<file path="src/rtl/arm_pkg.sv">
// Shared ARM constants for the branch/PC stage and later execute stages:
// condition encodings, NZCV bit positions, PC increments and FSM state codes.
package arm_pkg;

    localparam logic [3:0] COND_EQ = 4'b0000;
    localparam logic [3:0] COND_NE = 4'b0001;
    localparam logic [3:0] COND_CS = 4'b0010;
    localparam logic [3:0] COND_CC = 4'b0011;
    localparam logic [3:0] COND_MI = 4'b0100;
    localparam logic [3:0] COND_PL = 4'b0101;
    localparam logic [3:0] COND_VS = 4'b0110;
    localparam logic [3:0] COND_VC = 4'b0111;
    localparam logic [3:0] COND_HI = 4'b1000;
    localparam logic [3:0] COND_LS = 4'b1001;
    localparam logic [3:0] COND_GE = 4'b1010;
    localparam logic [3:0] COND_LT = 4'b1011;
    localparam logic [3:0] COND_GT = 4'b1100;
    localparam logic [3:0] COND_LE = 4'b1101;
    localparam logic [3:0] COND_AL = 4'b1110;
    localparam logic [3:0] COND_NV = 4'b1111;

    localparam int FLAG_N = 3;
    localparam int FLAG_Z = 2;
    localparam int FLAG_C = 1;
    localparam int FLAG_V = 0;

    localparam logic [31:0] PC_INC      = 32'd4;
    localparam logic [31:0] PC_PIPE_OFS = 32'd8;

    // Kept as plain constants so older netlists can match the encoding.
    localparam logic [0:0] ST_RUN   = 1'b0;
    localparam logic [0:0] ST_FLUSH = 1'b1;

    function automatic logic [31:0] word_align(input logic [31:0] addr);
        return {addr[31:2], 2'b00};
    endfunction

endpackage

</file>
<file path="src/rtl/branch_pc_unit_if.sv">
// Decode-to-PC-stage bundle: branch request, stall and flags in; fetch PC,
// flush and link-register write out.
interface branch_pc_unit_if;
    logic        stall;
    logic        br_valid;
    logic        br_link;
    logic [3:0]  br_cond;
    logic [3:0]  flags;
    logic [31:0] br_pc;
    logic [31:0] br_offset;
    logic [31:0] pc_out;
    logic        flush;
    logic        br_taken;
    logic        lr_we;
    logic [31:0] lr_data;

    modport master (
        output stall, br_valid, br_link, br_cond, flags, br_pc, br_offset,
        input  pc_out, flush, br_taken, lr_we, lr_data
    );

    modport slave (
        input  stall, br_valid, br_link, br_cond, flags, br_pc, br_offset,
        output pc_out, flush, br_taken, lr_we, lr_data
    );
endinterface

</file>
<file path="src/rtl/branch_pc_unit_cond_check.sv">
// ARM condition-code evaluator: decides whether a cond field passes for the
// given NZCV flags. Purely combinational so execute can reuse it.
module cond_check
    import arm_pkg::*;
(
    input  logic [3:0] br_cond,
    input  logic [3:0] flags,
    output logic       cond_pass
);

    logic n, z, c, v;

    assign n = flags[FLAG_N];
    assign z = flags[FLAG_Z];
    assign c = flags[FLAG_C];
    assign v = flags[FLAG_V];

    always_comb begin
        cond_pass = 1'b0;
        case (br_cond)
            COND_EQ: cond_pass = z;
            COND_NE: cond_pass = !z;
            COND_CS: cond_pass = c;
            COND_CC: cond_pass = !c;
            COND_MI: cond_pass = n;
            COND_PL: cond_pass = !n;
            COND_VS: cond_pass = v;
            COND_VC: cond_pass = !v;
            COND_HI: cond_pass = c & !z;
            COND_LS: cond_pass = !c | z;
            COND_GE: cond_pass = (n == v);
            COND_LT: cond_pass = (n != v);
            COND_GT: cond_pass = !z & (n == v);
            COND_LE: cond_pass = z | (n != v);
            COND_AL: cond_pass = 1'b1;
            default: cond_pass = 1'b0;
        endcase
    end

endmodule

</file>
<file path="src/rtl/branch_pc_unit.sv">
// Fetch PC owner and branch resolver: redirects fetch on taken B/BL, holds
// flush for FLUSH_CYCLES cycles and emits the R14 write for BL.
module branch_pc_unit
    import arm_pkg::*;
#(
    parameter logic [31:0] RESET_VECTOR = 32'h0000_0000,
    parameter int          FLUSH_CYCLES = 2
) (
    input  logic             clk,
    input  logic             reset,
    branch_pc_unit_if.slave  bus
);

    localparam logic [2:0] FLUSH_INIT = 3'(FLUSH_CYCLES - 1);

    logic [0:0]  state;
    logic [2:0]  flush_cnt;
    logic [31:0] pc_q;
    logic        flush_q;
    logic        br_taken_q;
    logic        lr_we_q;
    logic [31:0] lr_data_q;
    logic        cond_pass;
    logic        take_branch;
    logic [31:0] target;

    cond_check u_cond_check (
        .br_cond   (bus.br_cond),
        .flags     (bus.flags),
        .cond_pass (cond_pass)
    );

    assign take_branch = bus.br_valid & cond_pass;
    assign target      = word_align(bus.br_pc + PC_PIPE_OFS + bus.br_offset);

    // br_taken/lr_we default low so they can only ever pulse for one cycle.
    always_ff @(posedge clk) begin
        if (reset) begin
            state      <= ST_RUN;
            flush_cnt  <= 3'd0;
            pc_q       <= RESET_VECTOR;
            flush_q    <= 1'b0;
            br_taken_q <= 1'b0;
            lr_we_q    <= 1'b0;
            lr_data_q  <= 32'd0;
        end else begin
            br_taken_q <= 1'b0;
            lr_we_q    <= 1'b0;
            case (state)
                ST_RUN: begin
                    if (!bus.stall) begin
                        if (take_branch) begin
                            pc_q       <= target;
                            br_taken_q <= 1'b1;
                            flush_q    <= 1'b1;
                            flush_cnt  <= FLUSH_INIT;
                            if (bus.br_link) begin
                                lr_we_q   <= 1'b1;
                                lr_data_q <= bus.br_pc + PC_INC;
                            end
                            state <= (FLUSH_CYCLES == 1) ? ST_RUN : ST_FLUSH;
                        end else begin
                            pc_q    <= pc_q + PC_INC;
                            flush_q <= 1'b0;
                        end
                    end
                end
                // Younger instructions are being squashed, so br_valid is ignored here.
                ST_FLUSH: begin
                    if (!bus.stall) begin
                        pc_q <= pc_q + PC_INC;
                        if (flush_cnt == 3'd0) begin
                            flush_q <= 1'b0;
                            state   <= ST_RUN;
                        end else begin
                            flush_cnt <= flush_cnt - 3'd1;
                        end
                    end
                end
                default: state <= ST_RUN;
            endcase
        end
    end

    assign bus.pc_out   = pc_q;
    assign bus.flush    = flush_q;
    assign bus.br_taken = br_taken_q;
    assign bus.lr_we    = lr_we_q;
    assign bus.lr_data  = lr_data_q;

endmodule

</file>
<file path="src/flat_wrapper.sv">
// flat-port wrapper written by rule: the top's interface ports become plain ports
module branch_pc_unit_flat import arm_pkg::*;
#(
    parameter logic [31:0] RESET_VECTOR = 32'h0000_0000,
    parameter int          FLUSH_CYCLES = 2
)
  (clk, reset, bus_stall, bus_br_valid, bus_br_link, bus_br_cond, bus_flags, bus_br_pc, bus_br_offset, bus_pc_out, bus_flush, bus_br_taken, bus_lr_we, bus_lr_data);
  branch_pc_unit_if bus_i ();
  input  logic clk;
  input  logic reset;
  input wire logic [$bits(bus_i.stall)-1:0] bus_stall;
  input wire logic [$bits(bus_i.br_valid)-1:0] bus_br_valid;
  input wire logic [$bits(bus_i.br_link)-1:0] bus_br_link;
  input wire logic [$bits(bus_i.br_cond)-1:0] bus_br_cond;
  input wire logic [$bits(bus_i.flags)-1:0] bus_flags;
  input wire logic [$bits(bus_i.br_pc)-1:0] bus_br_pc;
  input wire logic [$bits(bus_i.br_offset)-1:0] bus_br_offset;
  output wire logic [$bits(bus_i.pc_out)-1:0] bus_pc_out;
  output wire logic [$bits(bus_i.flush)-1:0] bus_flush;
  output wire logic [$bits(bus_i.br_taken)-1:0] bus_br_taken;
  output wire logic [$bits(bus_i.lr_we)-1:0] bus_lr_we;
  output wire logic [$bits(bus_i.lr_data)-1:0] bus_lr_data;
  assign bus_i.stall = bus_stall;
  assign bus_i.br_valid = bus_br_valid;
  assign bus_i.br_link = bus_br_link;
  assign bus_i.br_cond = bus_br_cond;
  assign bus_i.flags = bus_flags;
  assign bus_i.br_pc = bus_br_pc;
  assign bus_i.br_offset = bus_br_offset;
  assign bus_pc_out = bus_i.pc_out;
  assign bus_flush = bus_i.flush;
  assign bus_br_taken = bus_i.br_taken;
  assign bus_lr_we = bus_i.lr_we;
  assign bus_lr_data = bus_i.lr_data;
  branch_pc_unit #(.RESET_VECTOR(RESET_VECTOR), .FLUSH_CYCLES(FLUSH_CYCLES)) u_core (.clk(clk), .reset(reset), .bus(bus_i));
endmodule
</file>
<file path="config.mk">
export PLATFORM = sky130hd
export DESIGN_NAME = branch_pc_unit_flat
export DESIGN_NICKNAME = d
export VERILOG_FILES = /design/src/rtl/arm_pkg.sv /design/src/rtl/branch_pc_unit_if.sv /design/src/rtl/branch_pc_unit_cond_check.sv /design/src/rtl/branch_pc_unit.sv /design/src/flat_wrapper.sv
export SDC_FILE = /design/constraint.sdc
export NUM_CORES = 1
export LEC_CHECK = 0
export CAP_MARGIN = 30
export CORE_MARGIN = 2
export CORE_UTILIZATION = 29
export DETAILED_ROUTE_END_ITERATION = 8
export GPL_TIMING_DRIVEN = 0
export MAX_ROUTING_LAYER = met4
export PLACE_DENSITY = 0.55
export SETUP_SLACK_MARGIN = 0.05
export SYNTH_ARGS = -nofsm -noshare
export SYNTH_HDL_FRONTEND = slang
export SYNTH_HIERARCHICAL = 1
export SYNTH_SLANG_ARGS = --single-unit
export TNS_END_PERCENT = 100
</file>
<file path="constraint.sdc">
create_clock -name clk -period 5.1 [get_ports clk]
set_input_delay 0.765 -clock clk [delete_from_list [all_inputs] [get_ports clk]]
set_output_delay 0.765 -clock clk [all_outputs]
set_load 0.01 [all_outputs]
</file>
After elaboration in Yosys (flattened, before gate mapping)
Cells that the tools add are included.

Reductions and logical operators: 12. Equal/unequal tests: 21. Mux-type cells: 20. $add $sub $neg: 5. Bitwise logic cells: 8.

Operator list (count): $mux 32 (3); $add 32x3->32 const B (2); $pmux 32 s2 (1); $add 32x32->32 (1); $add 32x4->32 const B (1); $eq 4x4->1 const B (7); $eq 4x3->1 const B (4); $pmux 1 s15 (1); $mux 3 (4); $eq 4x2->1 const B (2); $mux 1 (8); $ne 2x2->1 const B (4); $reduce_and 4->1 (2); $pmux 3 s2 (1); $eq 4x1->1 const B (1); $logic_not 1->1 (4); $logic_not 4->1 (1); $pmux 1 s2 (2); $reduce_or 4->1 (1); $and 1x1->1 (3); $logic_not 3->1 (1); $not 1->1 (3); $reduce_and 3->1 (1); $sub 3x1->3 const B (1); other kinds (6) (7).

Flip-flop bits (word level): 71. Input port bits: 77. Output and inout port bits: 67. Word-level logic and storage cells: 73.

Logic depth before layout (Yosys ltp)
Word-level depth: 7. Depth in mapped cells: 14.

Modules after synthesis
The synthesis kept the hierarchy.

By module, submodules not included: branch_pc_unit (times used 1, area each 5773.0 µm², cells an instance 736); cond_check (times used 1, area each 193.9 µm², cells an instance 28).

Least setup slack after synthesis
OpenSTA, ideal clock, no wires.

Path kind: input port to flip-flop. Start: input bus_br_pc[16]. End: register u_core.pc_q[31] (netlist: u_core/bus.pc_out[31]). Path buffers: 0. Arrival time: 2.908 ns. Setup time: 0.132 ns. Path slack: 2.060 ns. Stages: 10. Path through: ha_1 -> ha_1 -> a21o_1 -> o21bai_1 -> a221oi_2 -> nor3b_1 -> nor4_4 -> a21oi_4 -> a2111oi_2 -> a211oi_2.

Cells in the longest elaborated chain, start to end: 5.

Ends and longest elaborated chain: from (decl) (RTL line flat_wrapper.sv:16) `input wire logic [$bits(bus_i.br_pc)-1:0] bus_br_pc;`; $add 32x4->32 (RTL line branch_pc_unit.sv:34) `assign target = word_align(bus.br_pc + PC_PIPE_OFS + bus.br_offset);`; $add 32x32->32 (RTL line branch_pc_unit.sv:34); $mux 32 (RTL line branch_pc_unit.sv:52) `if (take_branch) begin`; $mux 32 (RTL line branch_pc_unit.sv:51) `if (!bus.stall) begin`; $pmux 32 s2 (RTL line branch_pc_unit.sv:49) `case (state)`; to (signal assigned) (RTL line branch_pc_unit.sv:53) `pc_q <= target;`; to (signal assigned) (RTL line branch_pc_unit.sv:63) `pc_q <= pc_q + PC_INC;`; to (signal assigned) (RTL line branch_pc_unit.sv:71) `pc_q <= pc_q + PC_INC;`; to (decl) (RTL line branch_pc_unit.sv:18) `logic [31:0] pc_q;`.

No other way between the ends. The select of a mux whose other input is x is not followed. A chain may end at the register's enable or synchronous reset.

Worst setup path after layout
Start: input bus_br_cond[2]. End: register u_core.lr_data_q[3] (netlist: u_core/bus.lr_data[3]).

Cells in the longest elaborated chain, start to end: 4.

Ends and longest elaborated chain: from (decl) (RTL line flat_wrapper.sv:14) `input wire logic [$bits(bus_i.br_cond)-1:0] bus_br_cond;`; $eq 4x4->1, or another cell as far along (RTL line branch_pc_unit_cond_check.sv:20) `case (br_cond)`; $pmux 1 s15 (*) (RTL line branch_pc_unit_cond_check.sv:20); net u_core.cond_pass (RTL line branch_pc_unit.sv:23) `logic cond_pass;`; $and 1x1->1 (*) (RTL line branch_pc_unit.sv:33) `assign take_branch = bus.br_valid & cond_pass;`; $reduce_and 4->1 (no source line) (*); to (signal assigned) (RTL line branch_pc_unit.sv:59) `lr_data_q <= bus.br_pc + PC_INC;`; to (decl) (RTL line branch_pc_unit.sv:22) `logic [31:0] lr_data_q;`.

The timed path passes the listed nets; every way through them passes the cells marked *.

==> report_table.html <==
<table>
<tr><th>Metric</th><th>Value</th></tr>
<tr><th colspan="2">Routing</th></tr>
<tr><td>Detailed-route wire length</td><td>around 20 mm</td></tr>
<tr><td>WL/cell</td><td>around 17 µm</td></tr>
<tr><td>Overall via count from detail_route</td><td>6269</td></tr>
<tr><td>DRT iter0 DRCs</td><td>about 450</td></tr>
<tr><td>Remaining number of nets flagged by the antenna check after routing</td><td>0</td></tr>
<tr><td>First-pass DRT Iterations</td><td>6</td></tr>
<tr><td>Mean number of vias per cell</td><td>roughly 5.3</td></tr>
<tr><td>Total DRC errors in the routed layout</td><td>0</td></tr>
<tr><th colspan="2">Placement</th></tr>
<tr><td>Number of instances in the placed design</td><td>about 1200</td></tr>
<tr><td>Number of I/O port buffers</td><td>~140</td></tr>
<tr><td>HPWL after detailed placement</td><td>roughly 16 mm</td></tr>
<tr><td>Placer Congestion</td><td>0.9430</td></tr>
<tr><th colspan="2">STA</th></tr>
<tr><td>Hold slack final</td><td>0.4525 ns</td></tr>
<tr><td>Final slew viol count</td><td>0</td></tr>
<tr><td>Normalized max-slew margin</td><td>between 40% and 50%</td></tr>
<tr><td>Maximum clock frequency</td><td>~0.25 GHz</td></tr>
<tr><td>Worst Skew</td><td>a little under 0.005 ns</td></tr>
<tr><td>Slew at the pin closest to its max-slew limit</td><td>approximately 0.85 ns</td></tr>
<tr><td>Final sum of negative setup slack</td><td>0 ns</td></tr>
<tr><td>Final critical-path share of the clock period</td><td>between 70% and 80%</td></tr>
<tr><td>Setup repair after global routing missed its margin</td><td>no</td></tr>
<tr><td>Final setup violation count</td><td>0</td></tr>
<tr><td>Post-route minimum period</td><td>4.033 ns</td></tr>
<tr><td>Final hold violation count</td><td>0</td></tr>
<tr><th colspan="2">Clocking</th></tr>
<tr><td>Clock tree from TritonCTS</td><td>yes</td></tr>
<tr><td>H-Tree Depth</td><td>3</td></tr>
<tr><td>Clk Latency, worst-skew pair</td><td>0.34 ns</td></tr>
<tr><td>Maximum clock insertion buffer count</td><td>2</td></tr>
<tr><td>Total setup buffers inserted after CTS</td><td>0</td></tr>
<tr><td>Root cell of the clock tree</td><td>clkbuf_16</td></tr>
<tr><td>Inserted Clock Buffers</td><td>9</td></tr>
<tr><td>Hold_buf cts</td><td>0</td></tr>
<tr><td>Clock Sinks</td><td>69</td></tr>
<tr><td>Resized Gates After CTS</td><td>0</td></tr>
<tr><td>CTS clock-pin slew for the worst setup and hold paths</td><td>0.06 ns</td></tr>
<tr><th colspan="2">Logic synthesis</th></tr>
<tr><td>Netlist area before placement</td><td>between 5000 and 6000 µm²</td></tr>
<tr><td>Library cells used by synthesis</td><td>78</td></tr>
<tr><td>Most area-consuming cells after synthesis</td><td>dfxtp_1, ha_1, a21oi_1, nor2_1, o21ai_0</td></tr>
<tr><td>Sequential area share after synthesis</td><td>a little under a quarter</td></tr>
<tr><td>Synth Area in Compound Gates</td><td>about 27%</td></tr>
<tr><td>Library cell with the largest summed area after synthesis</td><td>dfxtp_1</td></tr>
<tr><td>Mux share of post-synthesis cell area</td><td>less than 1%</td></tr>
<tr><td>Count of warnings emitted by yosys</td><td>6</td></tr>
<tr><td>Fraction of synthesized cell area taken by the top area cell type</td><td>~23%</td></tr>
<tr><td>Largest family of logic cells by synthesized area</td><td>compound AO/OA/AOI/OAI gates</td></tr>
<tr><td>XOR/XNOR share of the synthesized area</td><td>8.346%</td></tr>
<tr><td>Simple-gate share of the synthesized area</td><td>around 22%</td></tr>
<tr><td>Adder-Cell Fraction of Synth Area</td><td>13.55%</td></tr>
<tr><td>Cell count after synthesis</td><td>764</td></tr>
<tr><td>Number of synthesized register bits</td><td>between 60 and 70</td></tr>
<tr><td>Average cell area after synthesis</td><td>about 7.8 µm²</td></tr>
<tr><td>Async set or reset register ratio after synthesis</td><td>0%</td></tr>
<tr><td>Number of enable-type register cells in the synthesized netlist</td><td>0</td></tr>
<tr><td>Main synth FF type</td><td>dfxtp_1</td></tr>
<tr><th colspan="2">Finish</th></tr>
<tr><td>Layout filler cell count</td><td>between 2000 and 2500</td></tr>
<tr><td>N_diodes</td><td>0</td></tr>
<tr><td>Layout-stage area growth over the synthesis result</td><td>34.60%</td></tr>
<tr><td>End-of-flow core utilization</td><td>roughly two fifths</td></tr>
<tr><td>Most frequent standard cell in the layout excluding fill and tap cells</td><td>clkdlybuf4s50_1</td></tr>
<tr><td>Final net count</td><td>1055</td></tr>
<tr><td>Proportion of layout cells with a drive suffix above 1</td><td>under 10%</td></tr>
<tr><td>Layout Cells excl Fill</td><td>around 1200</td></tr>
<tr><td>Commonest non-fill, non-tap cells in the layout</td><td>clkdlybuf4s50_1, a21oi_1, dfxtp_1, nor2_1</td></tr>
<tr><th colspan="2">Floorplan</th></tr>
<tr><td>Die height</td><td>147.4 µm</td></tr>
<tr><td>Placeable core region</td><td>around 20000 µm²</td></tr>
<tr><td>Horizontal die dimension</td><td>around 150 µm</td></tr>
<tr><td>Number of primary I/O pins</td><td>144</td></tr>
<tr><td>Effective utilization at floorplan</td><td>about 29%</td></tr>
<tr><td>Number of cell rows</td><td>52</td></tr>
<tr><td>Overall die area</td><td>about 22000 µm²</td></tr>
<tr><th colspan="2">Global routing</th></tr>
<tr><td>Maximum number of pins on one net before global-route repair</td><td>12</td></tr>
<tr><td>Vias in the first global route</td><td>~6000</td></tr>
<tr><td>Total congestion overflow after global routing</td><td>0</td></tr>
<tr><td>First-pass GRT wire length</td><td>between 30 and 40 mm</td></tr>
<tr><td>Total global routing track utilization</td><td>18.96%</td></tr>
<tr><td>Number of antenna violations at the first check in global routing</td><td>0</td></tr>
<tr><th colspan="2">Worst setup path</th></tr>
<tr><td>Type of the setup path with the least slack</td><td>in2reg</td></tr>
<tr><td>Data arrival at the endpoint of the critical path</td><td>~4.3 ns</td></tr>
<tr><td>Required @ worst endpoint</td><td>5.37 ns</td></tr>
<tr><td>Crit path max fanout</td><td>10</td></tr>
<tr><td>Element type at the critical path start</td><td>input pin</td></tr>
<tr><td>CP endpoint kind</td><td>register</td></tr>
<tr><th colspan="2">Power</th></tr>
<tr><td>Standby leakage power</td><td>approximately 3.1 nW</td></tr>
<tr><td>Maximum resistive drop on vdd</td><td>approximately 0.17 mV</td></tr>
<tr><td>Power density over the cells</td><td>between 200 and 250 nW/µm²</td></tr>
<tr><th colspan="2">Worst hold path</th></tr>
<tr><td>Worst Hold Class</td><td>reg2reg</td></tr>
<tr><th colspan="2">Status</th></tr>
<tr><td>Result of the run</td><td>completed</td></tr>
<tr><th colspan="2">Job</th></tr>
<tr><td>Max_cap viols</td><td>0</td></tr>
</table>
## per-layer routing
layer | part of all wire (%) | wire (µm) | GRT usage [%] | vias to the layer above
met5 | 0 | 0 | - | -
met4 | 2.0 | 399 | 5.913 | 0
met3 | 5.5 | 1116 | 3.210 | 35
met2 | 43 | 8729 | 28.39 | 234
met1 | 49 | 9921 | 26.15 | 2904
li1 | - | - | - | 3096
## state kept, by name (all words and copies together) (netlist names)
register	flops
u_core/bus.lr_we	1
u_core/bus.pc_out	30
u_core/bus.lr_data	32
u_core/bus.flush	1
u_core/state	1
u_core/bus.br_taken	1
u_core/flush_cnt	3
## synthesized netlist by cell type (all sizes together) (17+ instances only)
library cell / n
ha: 63
nand2: 63
xnor2: 28
nand3: 31
nor2: 68
o21ai: 52
nand4: 17
a21oi: 77
a211oi: 32
dfxtp: 69
clkbuf: 32
inv: 27
xor2: 28
nor3: 21
## cell families (layout without fill, tap and decap cells)
family | count (synthesis) | in the layout
AND/OR/NAND/NOR | 258 | 258
AO/OA/AOI/OAI | 240 | 240
buffers and inverters | 72 | 226
flip-flops | 69 | 69
adder cells (fa/ha/maj) | 64 | 64
XOR/XNOR | 56 | 56
multiplexers | 4 | 4
other | 1 | 2
## per-stage QoR
stage               area, µm²  setup slack [ns]  power [mW]
floorplan                5971             2.060       1.007
global placement         7690            0.8029       1.268
detailed placement       7690            0.7837       1.267
CTS                      8031             1.123       2.015
global route             8031            0.8334       2.108
finish                   8031             1.067       2.000
## power breakdown
group          switching, mW  internal (mW)
Clock                  0.247          0.491
Sequential            0.0326          0.571
Combinational          0.367          0.291
Total                  0.646           1.35
## final cells by class
class                   count  area, µm²  share of cell area, %
inverters                  27      101.3                  1.262
plain buffers              45      191.4                  2.384
clock buffers              12      246.5                  3.069
multi-input cells         624       4297                  53.50
clock inverters             4      95.09                  1.184
flip-flops and latches     69       1381                  17.20
repair buffers            138       1381                  17.20
well taps                 270      337.8                  4.206
## critical path: stages
cell,delay (ns)
clkdlybuf4s50_1,0.63
or2b_1,0.29
o31ai_1,0.20
a211o_1,0.14
a211o_1,0.12
nand2_1,0.09
nor2_1,0.66
and3_1,0.28
clkbuf_1,0.25
clkbuf_1,0.53
nand2_1,0.19
a21oi_1,0.16
## worst paths after layout
kind | from | end | slack, ns | cells after the start
worst max-delay path | bus_br_cond[2] | u_core/bus.lr_data[3] | 1.07 | 12
worst min-delay path | u_core/bus.lr_data[1] | u_core/bus.lr_data[1] | 0.45 | 2
worst max register to register | u_core/bus.pc_out[2] | u_core/bus.pc_out[26] | 2.46 | 9
worst min register to register | u_core/bus.lr_data[1] | u_core/bus.lr_data[1] | 0.45 | 2
Power figures use the tool's default switching activity.
